<file path="src/rtl/board_renderer.sv">
// -----------------------------------------------------------------------------
// board_renderer
//
// Purpose:
//   Snapshots the 64-bit game board (16 x 4-bit tile exponents, box1 in
//   [63:60], row-major, box1 top-left) on request. It then rasterises the
//   16 solid-colour square tiles into a 160x120 VGA framebuffer adapter,
//   one pixel per clock.
//
//   Pass sequence: IDLE -> LOAD -> (SCAN -> DRAW) x16 -> FIN -> IDLE.
//
// Optional feature (compile-time macro DIRTY_TILE_EN):
//   Keeps a shadow copy of the last-drawn exponent per tile plus a valid bit.
//   A tile whose exponent is unchanged since its last completed draw is
//   skipped in one SCAN cycle with no plot. Without the macro every tile is
//   drawn on every pass.
//
// Ports:
//   clock     in   1        system clock, rising edge
//   reset_n   in   1        asynchronous active-low reset
//   board     in   64       tile exponents, box1 in [63:60] ... box16 in [3:0]
//   draw_req  in   1        start a pass (sampled only while idle)
//   x         out  X_W      pixel x
//   y         out  Y_W      pixel y
//   colour    out  COLOR_W  pixel colour
//   plot      out  1        x/y/colour valid this cycle
//   busy      out  1        high from acceptance until the pass ends
//   done      out  1        one-cycle pulse in the final pass cycle
// -----------------------------------------------------------------------------
module board_renderer #(
    parameter int TILE    = 28,
    parameter int PITCH   = 30,
    parameter int X0      = 20,
    parameter int Y0      = 0,
    parameter int X_W     = 8,
    parameter int Y_W     = 7,
    parameter int COLOR_W = 3
) (
    input  logic               clock,
    input  logic               reset_n,
    input  logic [63:0]        board,
    input  logic               draw_req,
    output logic [X_W-1:0]     x,
    output logic [Y_W-1:0]     y,
    output logic [COLOR_W-1:0] colour,
    output logic               plot,
    output logic               busy,
    output logic               done
);

    localparam int PIX_W = $clog2(TILE);
    localparam logic [PIX_W-1:0] PIX_LAST = PIX_W'(TILE - 1);

    typedef enum logic [2:0] {S_IDLE, S_LOAD, S_SCAN, S_DRAW, S_FIN} state_t;

    state_t             state_q, state_d;
    logic [63:0]        snap_q, snap_d;
    logic [3:0]         t_q, t_d;
    logic [3:0]         v_q, v_d;
    logic [PIX_W-1:0]   px_q, px_d, py_q, py_d;

    logic [X_W-1:0]     x_q, x_d;
    logic [Y_W-1:0]     y_q, y_d;
    logic [COLOR_W-1:0] colour_q, colour_d;
    logic               plot_q, plot_d;
    logic               busy_q, busy_d;
    logic               done_q, done_d;

    // Exponent 0 is black. Others cycle through colours 1..7 so no tile with a
    // value is ever drawn black.
    function automatic logic [COLOR_W-1:0] colour_of(input logic [3:0] e);
        logic [3:0] m;
        m = (e - 4'd1) % 4'd7;
        if (e == 4'd0) return '0;
        return COLOR_W'(m) + COLOR_W'(1);
    endfunction

    // box1 (t=0) lives in the top nibble, so the LSB of tile t is (15-t)*4.
    logic [5:0] nib_lsb;
    logic [3:0] nib;
    assign nib_lsb = {~t_q, 2'b00};
    assign nib     = snap_q[nib_lsb +: 4];

    logic tile_done;
    assign tile_done = (state_q == S_DRAW) && (px_q == PIX_LAST) && (py_q == PIX_LAST);

`ifdef DIRTY_TILE_EN
    logic [63:0] shadow_q;
    logic [15:0] valid_q;
    logic        skip;
    assign skip = valid_q[t_q] && (shadow_q[nib_lsb +: 4] == nib);
`else
    logic        skip;
    assign skip = 1'b0;
`endif

    // State register and control counters
    always_ff @(posedge clock or negedge reset_n) begin
        if (!reset_n) begin
            state_q  <= S_IDLE;
            t_q      <= '0;
            px_q     <= '0;
            py_q     <= '0;
            x_q      <= '0;
            y_q      <= '0;
            colour_q <= '0;
            plot_q   <= 1'b0;
            busy_q   <= 1'b0;
            done_q   <= 1'b0;
        end else begin
            state_q  <= state_d;
            t_q      <= t_d;
            px_q     <= px_d;
            py_q     <= py_d;
            x_q      <= x_d;
            y_q      <= y_d;
            colour_q <= colour_d;
            plot_q   <= plot_d;
            busy_q   <= busy_d;
            done_q   <= done_d;
        end
    end

    // Snapshot and current tile value: only read after LOAD/SCAN write them
    always_ff @(posedge clock) begin
        snap_q <= snap_d;
        v_q    <= v_d;
    end

`ifdef DIRTY_TILE_EN
    always_ff @(posedge clock or negedge reset_n) begin
        if (!reset_n) begin
            valid_q <= '0;
        end else if (tile_done) begin
            valid_q[t_q] <= 1'b1;
        end
    end

    always_ff @(posedge clock) begin
        if (tile_done) begin
            shadow_q[nib_lsb +: 4] <= v_q;
        end
    end
`endif

    // Next-state and counter logic
    always_comb begin
        state_d = state_q;
        snap_d  = snap_q;
        t_d     = t_q;
        v_d     = v_q;
        px_d    = px_q;
        py_d    = py_q;
        unique case (state_q)
            S_IDLE: begin
                if (draw_req) state_d = S_LOAD;
            end
            S_LOAD: begin
                snap_d  = board;
                t_d     = '0;
                state_d = S_SCAN;
            end
            S_SCAN: begin
                v_d  = nib;
                px_d = '0;
                py_d = '0;
                if (!skip) begin
                    state_d = S_DRAW;
                end else if (t_q == 4'd15) begin
                    state_d = S_FIN;
                end else begin
                    t_d = t_q + 4'd1;
                end
            end
            S_DRAW: begin
                if (px_q != PIX_LAST) begin
                    px_d = px_q + PIX_W'(1);
                end else begin
                    px_d = '0;
                    if (py_q != PIX_LAST) begin
                        py_d = py_q + PIX_W'(1);
                    end else if (t_q == 4'd15) begin
                        state_d = S_FIN;
                    end else begin
                        t_d     = t_q + 4'd1;
                        state_d = S_SCAN;
                    end
                end
            end
            S_FIN: begin
                state_d = S_IDLE;
            end
            default: begin
                state_d = S_IDLE;
            end
        endcase
    end

    // Outputs are registered from next-state values so they line up with
    // the state they describe; coordinates are forced to 0 outside DRAW.
    always_comb begin
        plot_d   = (state_d == S_DRAW);
        busy_d   = (state_d != S_IDLE);
        done_d   = (state_d == S_FIN);
        x_d      = '0;
        y_d      = '0;
        colour_d = '0;
        if (plot_d) begin
            x_d      = X_W'(X0 + int'(t_d[1:0]) * PITCH + int'(px_d));
            y_d      = Y_W'(Y0 + int'(t_d[3:2]) * PITCH + int'(py_d));
            colour_d = colour_of(v_d);
        end
    end

    assign x      = x_q;
    assign y      = y_q;
    assign colour = colour_q;
    assign plot   = plot_q;
    assign busy   = busy_q;
    assign done   = done_q;

endmodule
</file>
<file path="config.mk">
export PLATFORM = sky130hd
export DESIGN_NAME = board_renderer
export DESIGN_NICKNAME = d
export VERILOG_FILES = /design/src/rtl/board_renderer.sv
export SDC_FILE = /design/constraint.sdc
export NUM_CORES = 1
export LEC_CHECK = 0
export CELL_PAD_IN_SITES_DETAIL_PLACEMENT = 0
export CELL_PAD_IN_SITES_GLOBAL_PLACEMENT = 1
export CORE_UTILIZATION = 46
export CTS_CLUSTER_DIAMETER = 30
export DETAILED_ROUTE_END_ITERATION = 10
export PLACE_DENSITY = 0.9
export SLEW_MARGIN = 10
export SYNTH_ARGS = -nofsm -noshare
export SYNTH_HDL_FRONTEND = slang
export SYNTH_SLANG_ARGS = --single-unit
export TNS_END_PERCENT = 30
</file>
<file path="constraint.sdc">
create_clock -name clock -period 9.2 [get_ports clock]
set_clock_uncertainty 0.15 [all_clocks]
set_input_delay 1.38 -clock clock [delete_from_list [all_inputs] [get_ports clock]]
set_output_delay 1.38 -clock clock [all_outputs]
set_load 0.02 [all_outputs]
</file>
-- After elaboration in Yosys (flattened, before gate mapping)
Cells that the tools add are included.
- word-level logic and storage cells: 58
- bits in registers: 106
- output and inout bits: 21
- bits of input ports: 67
- multiplexer cells: 22
- multipliers: 2
- $add $sub $neg: 8
- bitwise gates (word level): 1
- reductions and logical operators: 3
- eq/ne operators: 8
- divide/modulo/power cells: 1
- shifts and indexed selects: 1
- operators by type and width (kind ; count):
    variable part select 64 x 7 -> 4 bit ; 1
    two-way mux 3 bit ; 7
    case mux 5 bit (2 select lines) ; 2
    two-way mux 4 bit ; 4
    two-way mux 5 bit ; 3
    multiplier 2 x 4 -> 6 bit (second input constant) ; 2
    case mux 3 bit (4 select lines) ; 1
    adder 5 x 1 -> 5 bit (second input constant) ; 2
    inequality test 5 bit (second input constant) ; 2
    equality test 3 x 2 -> 1 bit (second input constant) ; 3
    adder 5 x 7 -> 8 bit (first input constant) ; 1
    adder 8 x 5 -> 8 bit ; 1
    two-way mux 8 bit ; 1
    case mux 4 bit (2 select lines) ; 1
    adder 7 x 5 -> 7 bit ; 1
    two-way mux 7 bit ; 1
    adder 4 x 1 -> 4 bit (second input constant) ; 1
    equality test 4 bit (second input constant) ; 1
    logical NOT 4 bit ; 1
    remainder unit 4 x 3 -> 4 bit (second input constant) ; 1
    inverter 4 bit ; 1
    subtractor 4 x 1 -> 4 bit (second input constant) ; 1
    adder 3 x 1 -> 3 bit (second input constant) ; 1
    equality test 3 x 1 -> 1 bit (second input constant) ; 1
    4 further kinds ; 5

-- Logic depth before layout (Yosys ltp)
- word-level depth: 9
- depth in mapped cells: 19
- mapped depth without buffers: 19

-- Worst setup path before layout
OpenSTA, ideal clock, no wires.
- kind: flip-flop to flip-flop
- start point: register state_q[0]
- end point: register x_q[6] (netlist: x[6])
- arrival time: 5.911 ns
- period minus slack after synthesis: 6.204 ns
- slack: 2.996 ns
- setup time: 0.143 ns
- stages on the path, launching flop included: 16
- path buffers: 1
- required time: 8.907 ns
- cells stage by stage: dfrtp_1 > nor2b_1 > clkbuf_1 > nor2b_1 > nor2_1 > ha_1 > inv_1 > ha_1 > inv_1 > ha_1 > fa_1 > a21oi_1 > nor2_1 > nor2_1 > xor2_1 > nor2_1
- cells in the longest elaborated chain, start to end: 6
- elaborated cells on any way between the ends: 15
- classes of those cells: add/sub (2); mul (1); eq/ne (4); mux (7); reduce/logical (1)
- RTL lines (what ; line ; source):
    from (decl) ; 56 ; state_t state_q, state_d;
    from (signal assigned) ; 111 ; state_q <= state_d;
    equality test 3 x 2 -> 1 bit or equality test 3 x 1 -> 1 bit (tied branches) ; 154 ; unique case (state_q)
    case mux 4 bit (2 select lines) * ; 154 ;
    via t_d[0] ; 58 ; logic [3:0] t_q, t_d;
    multiplier 2 x 4 -> 6 bit * ; 209 ; x_d = X_W'(X0 + int'(t_d[1:0]) * PITCH + int'(px_d));
    adder 5 x 7 -> 8 bit * ; 209 ;
    adder 8 x 5 -> 8 bit * ; 209 ;
    two-way mux 8 bit * ; 208 ; if (plot_d) begin
    via x_d[6] ; 62 ; logic [X_W-1:0] x_q, x_d;
    to (signal assigned) ; 104 ; x_q <= '0;
    to (signal assigned) ; 115 ; x_q <= x_d;
    to (decl) ; 62 ;
Mark *: on every way through the listed nets, which the timed path passes. The rest lies on a longest branch.
A chain may end at the register's enable or synchronous reset.

-- Worst setup path in the final report
- start point: register t_q[1]
- end point: register colour_q[2] (netlist: colour[2])
- cells in the longest elaborated chain, start to end: 8
- elaborated cells on any way between the ends: 17
- classes of those cells: add/sub (2); div (1); eq/ne (2); shift (1); mux (9); bitwise (1); reduce/logical (1)
- RTL lines (what ; line ; source):
    from (decl) ; 58 ;
    from (signal assigned) ; 112 ; t_q <= t_d;
    inverter 4 bit ; 81 ; assign nib_lsb = {~t_q, 2'b00};
    variable part select 64 x 7 -> 4 bit ; 82 ; assign nib = snap_q[nib_lsb +: 4];
    two-way mux 4 bit ; 154 ;
    subtractor 4 x 1 -> 4 bit or logical NOT 4 bit (tied branches) ; 73, 74 ;
    remainder unit 4 x 3 -> 4 bit or two-way mux 1 bit (tied branches) ; 73, 74 ;
    adder 3 x 1 -> 3 bit or two-way mux 1 bit (tied branches) ; 75, 208 ;
    two-way mux 3 bit ; 75 ; return COLOR_W'(m) + COLOR_W'(1);
    two-way mux 3 bit * ; 208 ;
    via colour_d[2] ; 64 ; logic [COLOR_W-1:0] colour_q, colour_d;
    to (signal assigned) ; 117 ; colour_q <= colour_d;
    to (decl) ; 64 ;
Mark *: on every way through the listed nets, which the timed path passes. The rest lies on a longest branch. The select of a mux whose other input is x is not followed.

==> run metrics <==
count of pins over their slew limit=0; Antenna Nets Post-Route=0; highest clock rate=191 MHz; Yosys warning total=0; Via Count=3,211; PortBufs=87; cell count after synthesis=377; num rows=37; Mapped Nets=473; worst slack, placed=4.07 ns; initial antenna violation count=0; HP Class=register to register; CTS tree=done; Worst slew margin=32.4%; Post-CTS Setup Inserts=0; final core occ=59.3%; most frequent cells in the layout=86 x clkdlybuf4s50_1, 64 x edfxtp_1, 38 x dfrtp_1, 28 x inv_1, 28 x nor2_1; Main synth FF type=edfxtp_1; Slew @ Worst Pin=1.01 ns; register bit total from synthesis=106; Die Height=106 um; # H-tree levels=3; post-CTS sizing=0; Final Hold Viols=0; Critical Path Max Stage Delay=0.95 ns; Final nets=561; Critical Path Start Type=register; combinational share of power=27.6%; max_cap viols=0; Core Region=10,500 um^2; Seq pwr share=48.1%; CP Class=register to register; cts hold-fix bufs=0; unique cell type count in the Yosys netlist=62; Final Critical Period=5.23 ns; antenna cell count=0; I/O pin cnt=88; clock root cell=clkbuf_8; worst ir drop on vdd=0.0000902 V; drt wl/cell=15.4 um; commonest non-fill, non-tap cell in the layout=clkdlybuf4s50_1; pin count of the biggest net entering global routing=66; TritonCTS buffer count=9; final critical-path share of the clock period=56.9%; crit-path max FO=22; DRC=0; vias in the first global route=3,358; critical path arrival=5.34 ns; sequential area share after synthesis=58.9%; Initial Utilization=47.9%; final hold slack=0.399 ns; asr flop ratio synth=35.8%; dpl hpwl=6.94 mm; Tot Pwr=1190 uW; Final GP Congestion=0.783; most frequent cell on the critical path=ha_1; Initial DRT Pass Iterations=4; DRT iter0 DRCs=165; first-pass GRT wire length=15.8 mm; Switching Fraction=30.4%; # setup viols final=0; status=finished, final reports clean; area growth from synthesis to layout=23.7%; Tot GR Track Use=18.0%; Synth Cell Area=5020 um^2; Clock Sinks=106; Via density=5.30; Reg clk slew, reported paths=0.11 ns; Power Internal=827 uW; DIE AREA=11,300 um^2; clk buf depth=2; CP top delay family=multiplexers; setup TNS=0 ns; slowest CP cell=dfrtp_1; grt total ovfl=0; Pwr Density=191 nW/um^2; cells along the critical path=mux4_2 -> mux2i_1 -> a31oi_1 -> o31ai_2 -> ha_1 -> xnor2_1 -> ha_1 -> ha_1 -> a2111oi_0 -> mux2i_1 -> o311ai_1 -> a211oi_1 -> a31oi_4 -> mux2_4 -> ha_1 -> nor3_1 -> nor3_1; EDFF count, synth=64; worst endpoint required time=9.31 ns; die width=106 um; share of cells above drive strength 1=8.94%; detailed-route wire length=9.36 mm; Crit path buffers/inverters=0; Crit. End Element=register; Leakage=0.00244 uW; Clk Latency, worst-skew pair=0.38 ns; RSZ-0062 raised after global routing=no; final worst slack=3.97 ns; Net Sw Power=360 uW; Clock power frac=24.4%; Avg Cell Area, Syn=13.3 um^2
## kinds of logic after synthesis
logic type                 Yosys count  share of synthesized area [%]
xor gates and xnor gates            11                           1.92
adders and majority gates           29                           7.53
and+or+nand+nor                     97                           9.93
muxes                               32                           8.90
buffers and inverters               39                           3.39
DFF                                106                           58.9
AOI/OAI and AO/OA                   63                           9.45
## per-stage QoR
| step | cell area (um^2) | std cells |
|---|---|---|
| floorplan | 5020 | 377 |
| global placement | 6000 | 590 |
| detailed placement | 6000 | 590 |
| global route | 6210 | 606 |
| finish | 6210 | 606 |
| CTS | 6210 | 606 |
## worst reg2reg max path, stage by stage, from the launching register on
cell and delay, ns:
dfrtp_1 0.95, mux4_2 0.61, mux2i_1 0.19, a31oi_1 0.13
o31ai_2 0.21, ha_1 0.34, xnor2_1 0.20, ha_1 0.21
ha_1 0.24, a2111oi_0 0.43, mux2i_1 0.18, o311ai_1 0.15
a211oi_1 0.14, a31oi_4 0.20, mux2_4 0.32, ha_1 0.21
nor3_1 0.21, nor3_1 0.08
## final cells by class
| class | count | area [um^2] |
|---|---|---|
| clock buffers | 9 | 124 |
| clock inverters | 7 | 81.3 |
| fillers | 859 | 4260 |
| inverters | 28 | 105 |
| multi-input cells | 232 | 1900 |
| flip-flops and latches | 106 | 2950 |
| well taps | 136 | 170 |
| repair buffers | 88 | 873 |
## power by group through the flow
stage / sequential, uW / combinational [uW] / clock [uW]
global route: 576 / 366 / 315
floorplan: 607 / 186 / 0
global placement: 579 / 320 / 0
detailed placement: 581 / 329 / 0
CTS: 571 / 330 / 300
finish: 570 / 327 / 289
## cell usage after synthesis (3+ instances only)
library cell  instances  area [um^2]
a21o_1                5         37.5
a21oi_1               8         40.0
a22o_1                3         26.3
a31oi_1               5         31.3
and2_1                9         56.3
and3_1                5         31.3
clkbuf_1              6         22.5
dfrtp_1              38          951
dfxtp_1               4         80.1
edfxtp_1             64         1920
ha_1                 27          338
inv_1                28          105
mux2_2                6         67.6
mux2i_1              15          150
mux4_2                6          135
nand2_1              18         67.6
nand2b_1              4         25.0
nand3_1               6         30.0
nand4_1               4         25.0
nor2_1               28          105
nor2b_1               8         50.1
nor3_1                3         15.0
o21a_1                4         30.0
o21ai_0              13         65.1
o22ai_1               4         25.0
xnor2_1               6         52.6
xor2_1                5         43.8
## state kept, by name, indices dropped and copies added (netlist names)
register / cells
done: 1
py_q: 5
state_q: 3
plot: 1
t_q: 4
y: 7
busy: 1
colour: 3
px_q: 5
x: 8
snap_q: 64
v_q: 4
## layer usage
layer	GRT usage [%]	vias to the layer above	wire length, um
met4	4.79	0	38
met3	3.86	4	450
met5	0	-	0
li1	-	1560	-
met2	32.2	96	4830
met1	21.9	1551	4040
## path summary, 6_finish.rpt
kind,from,endpoint,slack [ns],depth (start not counted)
max reg2reg,t_q[1]$_DFF_PN0_,colour[2]$_DFF_PN0_,3.97,17
min in group asynchronous,reset_n,busy$_DFF_PN0_,0.96,1
max,t_q[1]$_DFF_PN0_,colour[2]$_DFF_PN0_,3.97,17
max in group asynchronous,reset_n,py_q[1]$_DFF_PN0_,7.42,1
min reg2reg,py_q[4]$_DFF_PN0_,py_q[4]$_DFF_PN0_,0.40,1
min,py_q[4]$_DFF_PN0_,py_q[4]$_DFF_PN0_,0.40,1
Note: power is estimated with default switching activity, not from simulation.
